[src/rtl/blackjack_round_sequencer.sv]
// Blackjack round controller: deals, runs the player and dealer turns, resolves the round
// and is the single requester of the shared card source (req/valid handshake).
module blackjack_round_sequencer #(
    parameter int DEALER_STAND = 17,
    parameter int MAX_CARDS    = 7
) (
    input  logic       clk,
    input  logic       rst,
    input  logic       btn_start,
    input  logic       btn_hit,
    input  logic       btn_stand,
    input  logic       btn_double,
    output logic       card_req,
    input  logic       card_valid,
    input  logic [3:0] card_value,
    output logic [4:0] player_total,
    output logic [4:0] dealer_total,
    output logic [2:0] player_cards,
    output logic [2:0] dealer_cards,
    output logic       dealer_reveal,
    output logic       bet_doubled,
    output logic [2:0] result,
    output logic       busy
);

    typedef enum logic [3:0] {
        S_IDLE, S_DEAL_P1, S_DEAL_D1, S_DEAL_P2, S_DEAL_D2, S_CHECK_BJ,
        S_PLAYER_TURN, S_P_DRAW, S_DEALER_TURN, S_D_DRAW, S_RESOLVE, S_DONE
    } state_t;

    localparam logic [4:0] STAND_TOTAL = 5'(DEALER_STAND);
    localparam logic [2:0] CARD_CAP    = 3'(MAX_CARDS);
    localparam logic [2:0] RES_NONE = 3'd0;
    localparam logic [2:0] RES_BJ   = 3'd1;
    localparam logic [2:0] RES_WIN  = 3'd2;
    localparam logic [2:0] RES_LOSE = 3'd3;
    localparam logic [2:0] RES_PUSH = 3'd4;

    state_t     state, state_next;
    logic       start_q, hit_q, stand_q, double_q;
    logic       start_edge, hit_edge, stand_edge, double_edge;
    logic [4:0] p_hard, d_hard;
    logic       p_ace, d_ace;
    logic [3:0] d1_rank;
    logic [3:0] card_rank;
    logic [4:0] p_eff, d_eff, d1_eff;
    logic       take, in_draw, round_start, double_go;
    logic [2:0] res_calc;

    // An ace counts 11 whenever that does not bust the hand.
    function automatic logic [4:0] eff_total(input logic [4:0] hard, input logic ace);
        return (ace && hard <= 5'd11) ? hard + 5'd10 : hard;
    endfunction

    function automatic logic [4:0] sat_add(input logic [4:0] a, input logic [3:0] b);
        logic [5:0] s;
        s = {1'b0, a} + {2'b00, b};
        return (s > 6'd31) ? 5'd31 : s[4:0];
    endfunction

    assign start_edge  = btn_start  & ~start_q;
    assign hit_edge    = btn_hit    & ~hit_q;
    assign stand_edge  = btn_stand  & ~stand_q;
    assign double_edge = btn_double & ~double_q;

    assign card_rank = (card_value == 4'd0 || card_value > 4'd10) ? 4'd10 : card_value;
    assign take      = card_req & card_valid;
    assign in_draw   = state inside {S_DEAL_P1, S_DEAL_D1, S_DEAL_P2, S_DEAL_D2, S_P_DRAW, S_D_DRAW};
    assign round_start = (state == S_IDLE || state == S_DONE) && start_edge;

    assign p_eff  = eff_total(p_hard, p_ace);
    assign d_eff  = eff_total(d_hard, d_ace);
    assign d1_eff = eff_total({1'b0, d1_rank}, d1_rank == 4'd1);

    assign player_total = p_eff;
    assign dealer_total = dealer_reveal ? d_eff : d1_eff;
    assign busy         = !(state == S_IDLE || state == S_DONE);

    always_ff @(posedge clk or posedge rst) begin
        if (rst) state <= S_IDLE;
        else     state <= state_next;
    end

    always_comb begin
        // NOTE: every combinational output gets a default first so no latch is inferred.
        state_next = state;
        double_go  = 1'b0;
        unique case (state)
            S_IDLE, S_DONE: if (start_edge) state_next = S_DEAL_P1;
            S_DEAL_P1:      if (take) state_next = S_DEAL_D1;
            S_DEAL_D1:      if (take) state_next = S_DEAL_P2;
            S_DEAL_P2:      if (take) state_next = S_DEAL_D2;
            S_DEAL_D2:      if (take) state_next = S_CHECK_BJ;
            S_CHECK_BJ:     state_next = (p_eff == 5'd21) ? S_RESOLVE : S_PLAYER_TURN;
            S_PLAYER_TURN: begin
                // Hand status is settled before any button is honoured.
                if (p_eff > 5'd21)
                    state_next = S_RESOLVE;
                else if (p_eff == 5'd21 || player_cards == CARD_CAP || bet_doubled)
                    state_next = S_DEALER_TURN;
                else if (stand_edge)
                    state_next = S_DEALER_TURN;
                else if (double_edge && player_cards == 3'd2) begin
                    state_next = S_P_DRAW;
                    double_go  = 1'b1;
                end else if (hit_edge)
                    state_next = S_P_DRAW;
            end
            S_P_DRAW:       if (take) state_next = S_PLAYER_TURN;
            S_DEALER_TURN:  state_next = (d_eff < STAND_TOTAL && dealer_cards < CARD_CAP)
                                         ? S_D_DRAW : S_RESOLVE;
            S_D_DRAW:       if (take) state_next = S_DEALER_TURN;
            S_RESOLVE:      state_next = S_DONE;
            default:        state_next = S_IDLE;
        endcase
    end

    always_comb begin
        res_calc = RES_PUSH;
        if (player_cards == 3'd2 && p_eff == 5'd21)
            res_calc = (d_eff == 5'd21) ? RES_PUSH : RES_BJ;
        else if (p_eff > 5'd21)  res_calc = RES_LOSE;
        else if (d_eff > 5'd21)  res_calc = RES_WIN;
        else if (p_eff > d_eff)  res_calc = RES_WIN;
        else if (p_eff < d_eff)  res_calc = RES_LOSE;
    end

    // NOTE: all registered state uses non-blocking assignments so every update sees pre-edge values.
    always_ff @(posedge clk or posedge rst) begin
        if (rst) begin
            start_q       <= 1'b0;
            hit_q         <= 1'b0;
            stand_q       <= 1'b0;
            double_q      <= 1'b0;
            card_req      <= 1'b0;
            p_hard        <= '0;
            p_ace         <= 1'b0;
            player_cards  <= '0;
            d_hard        <= '0;
            d_ace         <= 1'b0;
            dealer_cards  <= '0;
            d1_rank       <= '0;
            dealer_reveal <= 1'b0;
            bet_doubled   <= 1'b0;
            result        <= RES_NONE;
        end else begin
            start_q  <= btn_start;
            hit_q    <= btn_hit;
            stand_q  <= btn_stand;
            double_q <= btn_double;
            // Request rises one cycle into a draw state and drops right after the card is taken.
            card_req <= in_draw && !take;

            if (round_start) begin
                p_hard        <= '0;
                p_ace         <= 1'b0;
                player_cards  <= '0;
                d_hard        <= '0;
                d_ace         <= 1'b0;
                dealer_cards  <= '0;
                d1_rank       <= '0;
                dealer_reveal <= 1'b0;
                bet_doubled   <= 1'b0;
                result        <= RES_NONE;
            end

            if (take) begin
                unique case (state)
                    S_DEAL_P1, S_DEAL_P2, S_P_DRAW: begin
                        p_hard       <= sat_add(p_hard, card_rank);
                        p_ace        <= p_ace | (card_rank == 4'd1);
                        player_cards <= player_cards + 3'd1;
                    end
                    S_DEAL_D1, S_DEAL_D2, S_D_DRAW: begin
                        d_hard       <= sat_add(d_hard, card_rank);
                        d_ace        <= d_ace | (card_rank == 4'd1);
                        dealer_cards <= dealer_cards + 3'd1;
                        if (state == S_DEAL_D1) d1_rank <= card_rank;
                    end
                    default: ;
                endcase
            end

            if (state_next == S_DEALER_TURN || (state == S_CHECK_BJ && state_next == S_RESOLVE))
                dealer_reveal <= 1'b1;
            if (double_go)
                bet_doubled <= 1'b1;
            if (state == S_RESOLVE)
                result <= res_calc;
        end
    end

endmodule
[config.mk]
export PLATFORM = sky130hd
export DESIGN_NAME = blackjack_round_sequencer
export DESIGN_NICKNAME = d
export VERILOG_FILES = /design/src/rtl/blackjack_round_sequencer.sv
export SDC_FILE = /design/constraint.sdc
export NUM_CORES = 1
export LEC_CHECK = 0
export CAP_MARGIN = 0
export CORE_MARGIN = 8
export CORE_UTILIZATION = 30
export CTS_BUF_LIST = sky130_fd_sc_hd__clkbuf_8
export DETAILED_ROUTE_END_ITERATION = 12
export GPL_TIMING_DRIVEN = 0
export MAX_ROUTING_LAYER = met4
export SKIP_CTS_REPAIR_TIMING = 1
export SLEW_MARGIN = 10
export SYNTH_ARGS = -nofsm -noshare
export SYNTH_HDL_FRONTEND = slang
export SYNTH_SLANG_ARGS = --single-unit
[constraint.sdc]
create_clock -name clk -period 6.7 [get_ports clk]
set_input_delay 0.67 -clock clk [delete_from_list [all_inputs] [get_ports clk]]
set_output_delay 0.67 -clock clk [all_outputs]
set_load 0.05 [all_outputs]
==> results.cfg, run 1 <==
[cells_and_area]
antennaDiodeCount = 0
drive_gt1_frac = 0.06887
stdcell_count = 474
fin_nets = 399
area_growth_pct = 20.05
fin_area_um2 = 3341
n_fill_cell = 952

[synthesis]
synthesis.instances = 324
netlist_area_um2 = 2783
synth.largest_area_cell = dfrtp_1
synth-main-ff-cell = dfrtp_1
synth_cell_types = 63
yosys_warnings = 0
synth-edff-count = 0
synth_top_area_frac = 0.3237
post-synth-top-count-cell = dfrtp_1
synthTopCellsByCount = dfrtp_1, a21oi_1, inv_1, nand2_1, ha_1
synth_seq_cells = 36
synth-seq-area-share = 0.3237
syn_area_per_cell_um2 = 8.588
synth_fp_nets = 358
async_reset_ff_frac = 1.000
yosys-top-cells-area = dfrtp_1, ha_1, a21oi_1

[worst_setup_path]
required_ns = 6.03
worstSetupPathType = flip-flop to output port
cp_max_fo = 9
worstPathArrival_ns = 2.82
startpoint = p_hard[2]
r2r_start = p_hard[2]
slowest_delay_ns = 0.91
critPathCaptureType = output port
worst_path_max_delay_cell = clkdlybuf4s50_1
path_cells = inv_1, ha_1, nand4b_1, nand3_1, o21bai_1, clkdlybuf4s50_1
crit_path_start_kind = flip-flop

[outcome]
outcome = finished clean

[global_routing]
grt_pass1_wl_um = 12000
grt.overflow.total = 0
grtUsageTotal = 0.1195
antenna_found_initial = 0
grt_max_degree = 33
grt_pass1_vias = 2378

[timing]
worstMarginPinSlew_ns = 0.6317
grt_setup_unrepaired = no
finalMaxSlewViolations = 0
fin_skew_ns = 0.002565
setup_tns_ns = 0
finalCriticalPeriod_ns = 3.486
setup-violations-final = 0
slew_headroom = 0.5789
fmax_mhz = 286.8
hold_viol = 0
final.period_utilization = 0.5204

[clock_tree]
clock_latency_ns = 0.28
cts_root_buffer = clkbuf_8
clk_pin_slew_ns = 0.07
numClockSinks = 36
cts-buffers-inserted = 5
cts_tree = yes
clock_path_buffers = 2
h-tree-depth = 2

[placement]
place.gp.congestion = 0.8629
portBuffers = 33
dpl.hpwl_um = 5676
place_inst = 469
place_area_um2 = 3272

[power_and_ir_drop]
power_density_nw_per_um2 = 472.4
p_leak_uw = 0.001451
ir_drop_mv = 0.2306

[min_path]
hp-class = flip-flop to flip-flop
hp-start = p_ace

[flow_run]
maxCapViolCount = 0

[die]
num_rows = 35
die_w_um = 112.3
core_area_um2 = 9109
ioPinCount = 34
dieArea_um2 = 12610
fp.dieH_um = 112.3
start_util = 0.3055

[drt]
drt_iter0_drc = 161
routed_wl_um = 7192
vias_per_cell = 5.266
wire_per_inst_um = 15.17
vias = 2496
first_pass_iters = 4
postRouteAntennaNets = 0
drc = 0
==> state kept, by name (all words and copies together) (netlist names), 3 cells and up <==
register	cells
result	3
d_hard	5
dealer_cards	3
p_hard	5
player_cards	3
d1_rank	4
state	4
==> worst max-delay path, delay by kind of cell, from the launching register on <==
family	cells	cell delay (ns)
buffers and inverters	2	0.99
flip-flops	1	0.53
AO/OA/AOI/OAI	1	0.51
adder cells (fa/ha/maj)	1	0.18
AND/OR/NAND/NOR	2	0.33
==> path summary, 6_finish.rpt <==
kind	slack, ns	cells past startpoint	to
worst max-delay path	3.21	6	player_total[4]
worst min-delay path	0.50	2	p_ace
worst max register to register	3.83	11	result[2]
worst min register to register	0.50	2	p_ace
max in group asynchronous	5.72	3	result[0]
min in group asynchronous	0.59	2	player_cards[0]
==> placed cells by master, fill, tap and decap left out, types with 3 or more instances in the layout <==
master / instances
nor2_1: 15
nand4_1: 3
inv_1: 23
dfrtp_1: 36
buf_2: 3
and2_1: 4
a21oi_1: 29
nand3_1: 18
o21ai_1: 3
clkbuf_1: 12
clkbuf_8: 5
and3_1: 4
xor2_1: 5
nor2b_1: 10
a21o_1: 8
a31oi_1: 7
a211oi_1: 6
clkdlybuf4s50_1: 33
nor3_1: 6
o21ai_0: 17
o21a_1: 3
nand2_1: 24
nand2b_1: 13
ha_1: 21
==> power breakdown <==
part	switching [uW]	leakage, uW	total (uW)	internal [uW]
Sequential	100	0.000470	392	291
Combinational	655	0.000945	1050	391
Clock	72.8	0.0000359	140	67.1
Total	829	0.00145	1580	749
==> cells by family after synthesis <==
family,synth area share
AOI/OAI and AO/OA,0.2347
xor gates and xnor gates,0.02473
adders and majority gates,0.1124
buffers and inverters,0.05800
DFF,0.3237
muxes,0.01708
and+or+nand+nor,0.2293
==> per-stage QoR <==
stage	setup slack (ns)	utilization	power [uW]	hold WS [ns]
after global routing	3.040	0.3668	1713	0.5234
after detailed placement	2.951	0.3592	1440	0.4862
final	3.214	0.3668	1578	0.5026
after global placement	3.008	0.3570	1422	0.4730
after floorplan	3.106	-	1144	0.4549
after CTS	3.207	0.3668	1587	0.5037
==> layer usage <==
| metal | share of wire | GRT usage | wire, um |
|---|---|---|---|
| met5 | 0 | - | 0 |
| met4 | 0.015 | 0.03597 | 110 |
| met3 | 0.045 | 0.02147 | 321 |
| met2 | 0.45 | 0.1843 | 3265 |
| met1 | 0.49 | 0.1561 | 3495 |
==> layout make-up <==
class,instances,area [um^2],share of cell area
tap,111,138.9,0.04157
sequential,36,900.9,0.2697
timing repair buffer,34,350.3,0.1049
clock buffer,5,68.82,0.02060
multi-input combinational,247,1720,0.5150
inverter,24,90.09,0.02697
buffer,17,71.32,0.02135
Note: power is estimated with default switching activity, not from simulation.
==> run 2: changes to the inputs <==
clock period = 3.2 ns   (was 6.7 ns; I/O delays follow)
==> run 2 against run 1 <==
Clock-buffer cell count up 1. Final area up 0.94%. Clock skew increased by 0.0048 ns. Highest routed layer unchanged.
==> results.cfg, run 2 (synthesized netlist as in run 1, its figures left out) <==
[timing]
setup_tns_ns = 0
slew_headroom = 0.5905
setup-violations-final = 0
fmax_mhz = 337.7
grt_setup_unrepaired = no
layout_setup_ws_ns = 0.2392
fin_skew_ns = 0.007336
finalCriticalPeriod_ns = 2.961
final.period_utilization = 0.9252
worstMarginPinSlew_ns = 0.6142
hold_viol = 0
finalMaxSlewViolations = 0

[power_and_ir_drop]
pwr-share-seq = 0.245
clkPwrFrac = 0.100
p_comb_frac = 0.655
power.switching_uw = 1742
switching_share = 0.5216
intPower_uw = 1598
power_density_nw_per_um2 = 990.5
p_leak_uw = 0.001498
ir_drop_mv = 0.6094
power_uw = 3340

[clock_tree]
numClockSinks = 36
cts-buffers-inserted = 5
cts_tree = yes
clock_latency_ns = 0.29
cts_root_buffer = clkbuf_8
h-tree-depth = 2
clock_path_buffers = 2
clk_pin_slew_ns = 0.07

[die]
fp.dieH_um = 112.3
ioPinCount = 34
num_rows = 35
dieArea_um2 = 12610
die_w_um = 112.3
core_area_um2 = 9109
start_util = 0.3055

[global_routing]
antenna_found_initial = 0
grt_pass1_vias = 2432
grtUsageTotal = 0.1214
grt_max_degree = 33
grt.overflow.total = 0
grt_pass1_wl_um = 12250

[placement]
place.gp.congestion = 0.8423
pre_cts_ws_ns = -0.1614
dpl.hpwl_um = 5624
place_area_um2 = 3272
portBuffers = 33

[cells_and_area]
fin_nets = 399
layout_common_cells = dfrtp_1, clkdlybuf4s50_1, a21oi_1
drive_gt1_frac = 0.07377
antennaDiodeCount = 0
largestRegisters = d_hard (5), p_hard (5)
fin_area_um2 = 3372
area_growth_pct = 21.18
multi_input_area_um2 = 1725
n_fill_cell = 956
layout_commonest_cell = dfrtp_1
regArea_um2 = 900.9

[drt]
drt_iter0_drc = 73
vias = 2468
first_pass_iters = 4
drc = 0
wire_per_inst_um = 15.06
vias_per_cell = 5.174
routed_wl_um = 7185
postRouteAntennaNets = 0

[min_path]
hp-class = input pin to asynchronous set/reset pin

[worst_setup_path]
rr_worst_depth = 10
worst_path_max_delay_cell = clkdlybuf4s50_1
ff2ff_setup_slack_ns = 0.48
worstSetupPathType = flip-flop to output port
slowest_delay_ns = 0.84
startpoint = d_hard[1]
cp_max_fo = 8
crit_path_start_kind = flip-flop
r2r-end = result[2]
path_cells = clkbuf_1, nand4b_1, a32o_1, inv_1, a21oi_1, clkdlybuf4s50_1
r2r_start = p_hard[1]
critPathCaptureType = output port
worstPathArrival_ns = 2.64
required_ns = 2.88

[outcome]
outcome = finished clean

[flow_run]
maxCapViolCount = 0
-- run 2: cell count changes in the layout (fill, tap and decap cells not counted), sizes merged --
cell,delta
clkbuf,+1
inv,+2
dlymetal6s2s,+2
clkdlybuf4s50,-2
-- run 2: power by group through the flow --
stage               Combinational [uW]  Clock [uW]  Sequential [uW]
floorplan                         1460           0              938
finish                            2190         333              818
global placement                  2160           0              818
global route                      2400         368              851
detailed placement                2190           0              826
CTS                               2200         341              817
-- run 2: worst max-delay path by stage --
stage	to	slack, ns	cells past startpoint
finish	dealer_total[2]	0.24	6
global route	dealer_total[2]	0.05	7
CTS	dealer_total[3]	0.04	5
detailed placement	p_hard[2]	-0.16	11
global placement	p_hard[2]	-0.13	11
floorplan	result[2]	0.05	10
-- run 2: routing by layer --
layer | global-route usage | wire length (um) | vias up | part of all wire
met1 | 0.1626 | 3615 | 1158 | 0.50
li1 | - | - | 1250 | -
met2 | 0.1843 | 3195 | 53 | 0.44
met4 | 0.03777 | 65 | 0 | 0.0090
met5 | - | 0 | - | 0
met3 | 0.01825 | 308 | 7 | 0.043
-- run 2: critical path, delay by kind of cell (launching register included) --
family	cells	cell delay (ns)
simple gates	1	0.19
flops	1	0.46
compound gates	2	0.45
buf+inv	3	1.25
-- run 2: final cells by class --
class | instances | share of cell area
Clock buffer | 6 | 0.02449
Tap cell | 111 | 0.04119
Multi-Input combinational cell | 247 | 0.5117
Timing Repair Buffer | 34 | 0.1054
Inverter | 24 | 0.02672
Sequential cell | 36 | 0.2672
Buffer | 17 | 0.02115
Clock inverter | 2 | 0.002226
-- run 2: per-stage QoR --
| stage | cells | hold slack [ns] | util |
|---|---|---|---|
| 3_5_place_dp | 469 | 0.4748 | 0.3592 |
| 5_1_grt | 477 | 0.2216 | 0.3702 |
| 3_3_place_gp | 468 | 0.4724 | 0.3570 |
| 4_1_cts | 477 | 0.2255 | 0.3691 |
| 6_report | 477 | 0.2290 | 0.3702 |
| 2_1_floorplan | 324 | 0.3514 | - |
==> run 3: changes to the inputs <==
ABC_CLOCK_PERIOD_IN_PS = 3200   (was not set)
CORE_UTILIZATION = 45   (was 30)
PLACE_DENSITY = 0.69   (was not set)
==> run 3 against run 2 <==
Via count increased by 2.6%. Core utilization increased by 18 points. Final area decreased by 2.0%. Flip-flop and latch count unchanged. Sequential power about the same. Fmax decreased by 3.3%. Sequential share of layout area increased by 0.54 points. Non-clock buffer count decreased by 1. Critical endpoint is now dealer_total[3]. Largest power group unchanged. Highest routed layer unchanged.
==> results.cfg, run 3 (synthesized netlist as in run 1, its figures left out) <==
[outcome]
outcome = finished clean

[die]
core_area_um2 = 5956
ioPinCount = 34
die_w_um = 94.64
dieArea_um2 = 8956
fp.dieH_um = 94.64
num_rows = 28
start_util = 0.4672

[placement]
portBuffers = 33
place_inst = 432
dpl.hpwl_um = 5258
place_area_um2 = 3207
place.gp.congestion = 0.9543

[clock_tree]
clk_pin_slew_ns = 0.08
cts_root_buffer = clkbuf_8
clock_path_buffers = 2
cts_tree = yes
numClockSinks = 36
clock_latency_ns = 0.29
h-tree-depth = 2
cts-buffers-inserted = 5

[cells_and_area]
drive_gt1_frac = 0.07143
final_util = 0.5550
area_growth_pct = 18.79
layout_commonest_cell = dfrtp_1
fin_area_um2 = 3306
largestRegisters = d_hard (5), p_hard (5)
layout_common_cells = dfrtp_1, clkdlybuf4s50_1, a21oi_1
stdcell_count = 439
antennaDiodeCount = 0
fin_nets = 398

[global_routing]
grt.overflow.total = 0
grt_pass1_vias = 2384
grtUsageTotal = 0.1674
grt_max_degree = 37
grt_pass1_wl_um = 11600
antenna_found_initial = 0

[timing]
fin_skew_ns = 0.004757
final.period_utilization = 0.9572
setup_tns_ns = 0
setup-violations-final = 0
hold_viol = 0
fmax_mhz = 326.5
grt_setup_unrepaired = no
finalMaxSlewViolations = 0
slew_headroom = 0.4595
worstMarginPinSlew_ns = 0.8096
finalCriticalPeriod_ns = 3.063

[drt]
dr.max_layer_used = met4
drt_iter0_drc = 159
drc = 0
routed_wl_um = 6887
first_pass_iters = 5
wire_per_inst_um = 15.69
vias = 2531
met2_length_um = 3137
wirelength_met1_um = 3283
vias_per_cell = 5.765
wl_met3_um = 373
postRouteAntennaNets = 0

[worst_setup_path]
worstPathArrival_ns = 2.74
cp_max_fo = 9
path_cells = ha_1, or3b_1, mux2_4, a21oi_1, clkdlybuf4s50_1
required_ns = 2.88
worstSetupPathType = flip-flop to output port
crit_path_start_kind = flip-flop
critPathCaptureType = output port
worst_path_max_delay_cell = clkdlybuf4s50_1
slowest_delay_ns = 0.83

[power_and_ir_drop]
p_leak_uw = 0.001470
power_density_nw_per_um2 = 1015
power_uw = 3355
ir_drop_mv = 0.6268

[flow_run]
maxCapViolCount = 0

[min_path]
hp-class = input pin to flip-flop
## run 3: cell types whose count changed in the layout (fill, tap and decap cells not counted), sizes merged
cell           change
clkbuf             +1
clkdlybuf4s50      +1
dlymetal6s2s       -1
buf                -1
inv                -2
## run 3: power by group
part	switching [uW]	internal, uW
logic	1360	818
registers	210	610
clock network	166	192
total	1730	1620
## run 3: path summary, 6_finish.rpt
| check | slack [ns] | startpoint | depth (start not counted) | endpoint |
|---|---|---|---|---|
| worst min-delay path | 0.49 | btn_hit | 1 | hit_q |
| worst max-delay path | 0.14 | d_hard[2] | 5 | dealer_total[3] |
| worst max register to register | 0.41 | p_hard[1] | 10 | result[2] |
| max in group asynchronous | 2.18 | rst | 2 | d1_rank[0] |
| min in group asynchronous | 0.51 | rst | 2 | hit_q |
| worst min register to register | 0.52 | p_ace | 2 | p_ace |
## run 3: layout make-up
type	count	area, um^2
Timing Repair Buffer	33	332.8
Sequential cell	36	900.9
Buffer	17	71.32
Tap cell	75	93.84
Multi-Input combinational cell	247	1720
Clock buffer	7	96.34
Fill cell	606	2650
Inverter	24	90.09
## run 3: routing by layer
metal  GRT usage  up-vias
met1      0.2181     1199
met4     0.04031        0
li1            -     1256
met3     0.02937       10
met5           -        -
met2      0.2630       66
## run 3: critical path: cells and delay by family (launching register included)
family | cells | cell delay (ns)
AO/OA/AOI/OAI | 1 | 0.16
AND/OR/NAND/NOR | 1 | 0.40
adder cells (fa/ha/maj) | 1 | 0.24
buffers and inverters | 1 | 0.83
flip-flops | 1 | 0.49
multiplexers | 1 | 0.33
## run 3: per-stage QoR
stage | hold slack (ns) | setup slack [ns]
floorplan | 0.3514 | 0.05367
global placement | 0.4716 | -0.03678
detailed placement | 0.4880 | -0.1068
CTS | 0.4870 | 0.07888
global route | 0.4893 | 0.04161
finish | 0.4914 | 0.1371
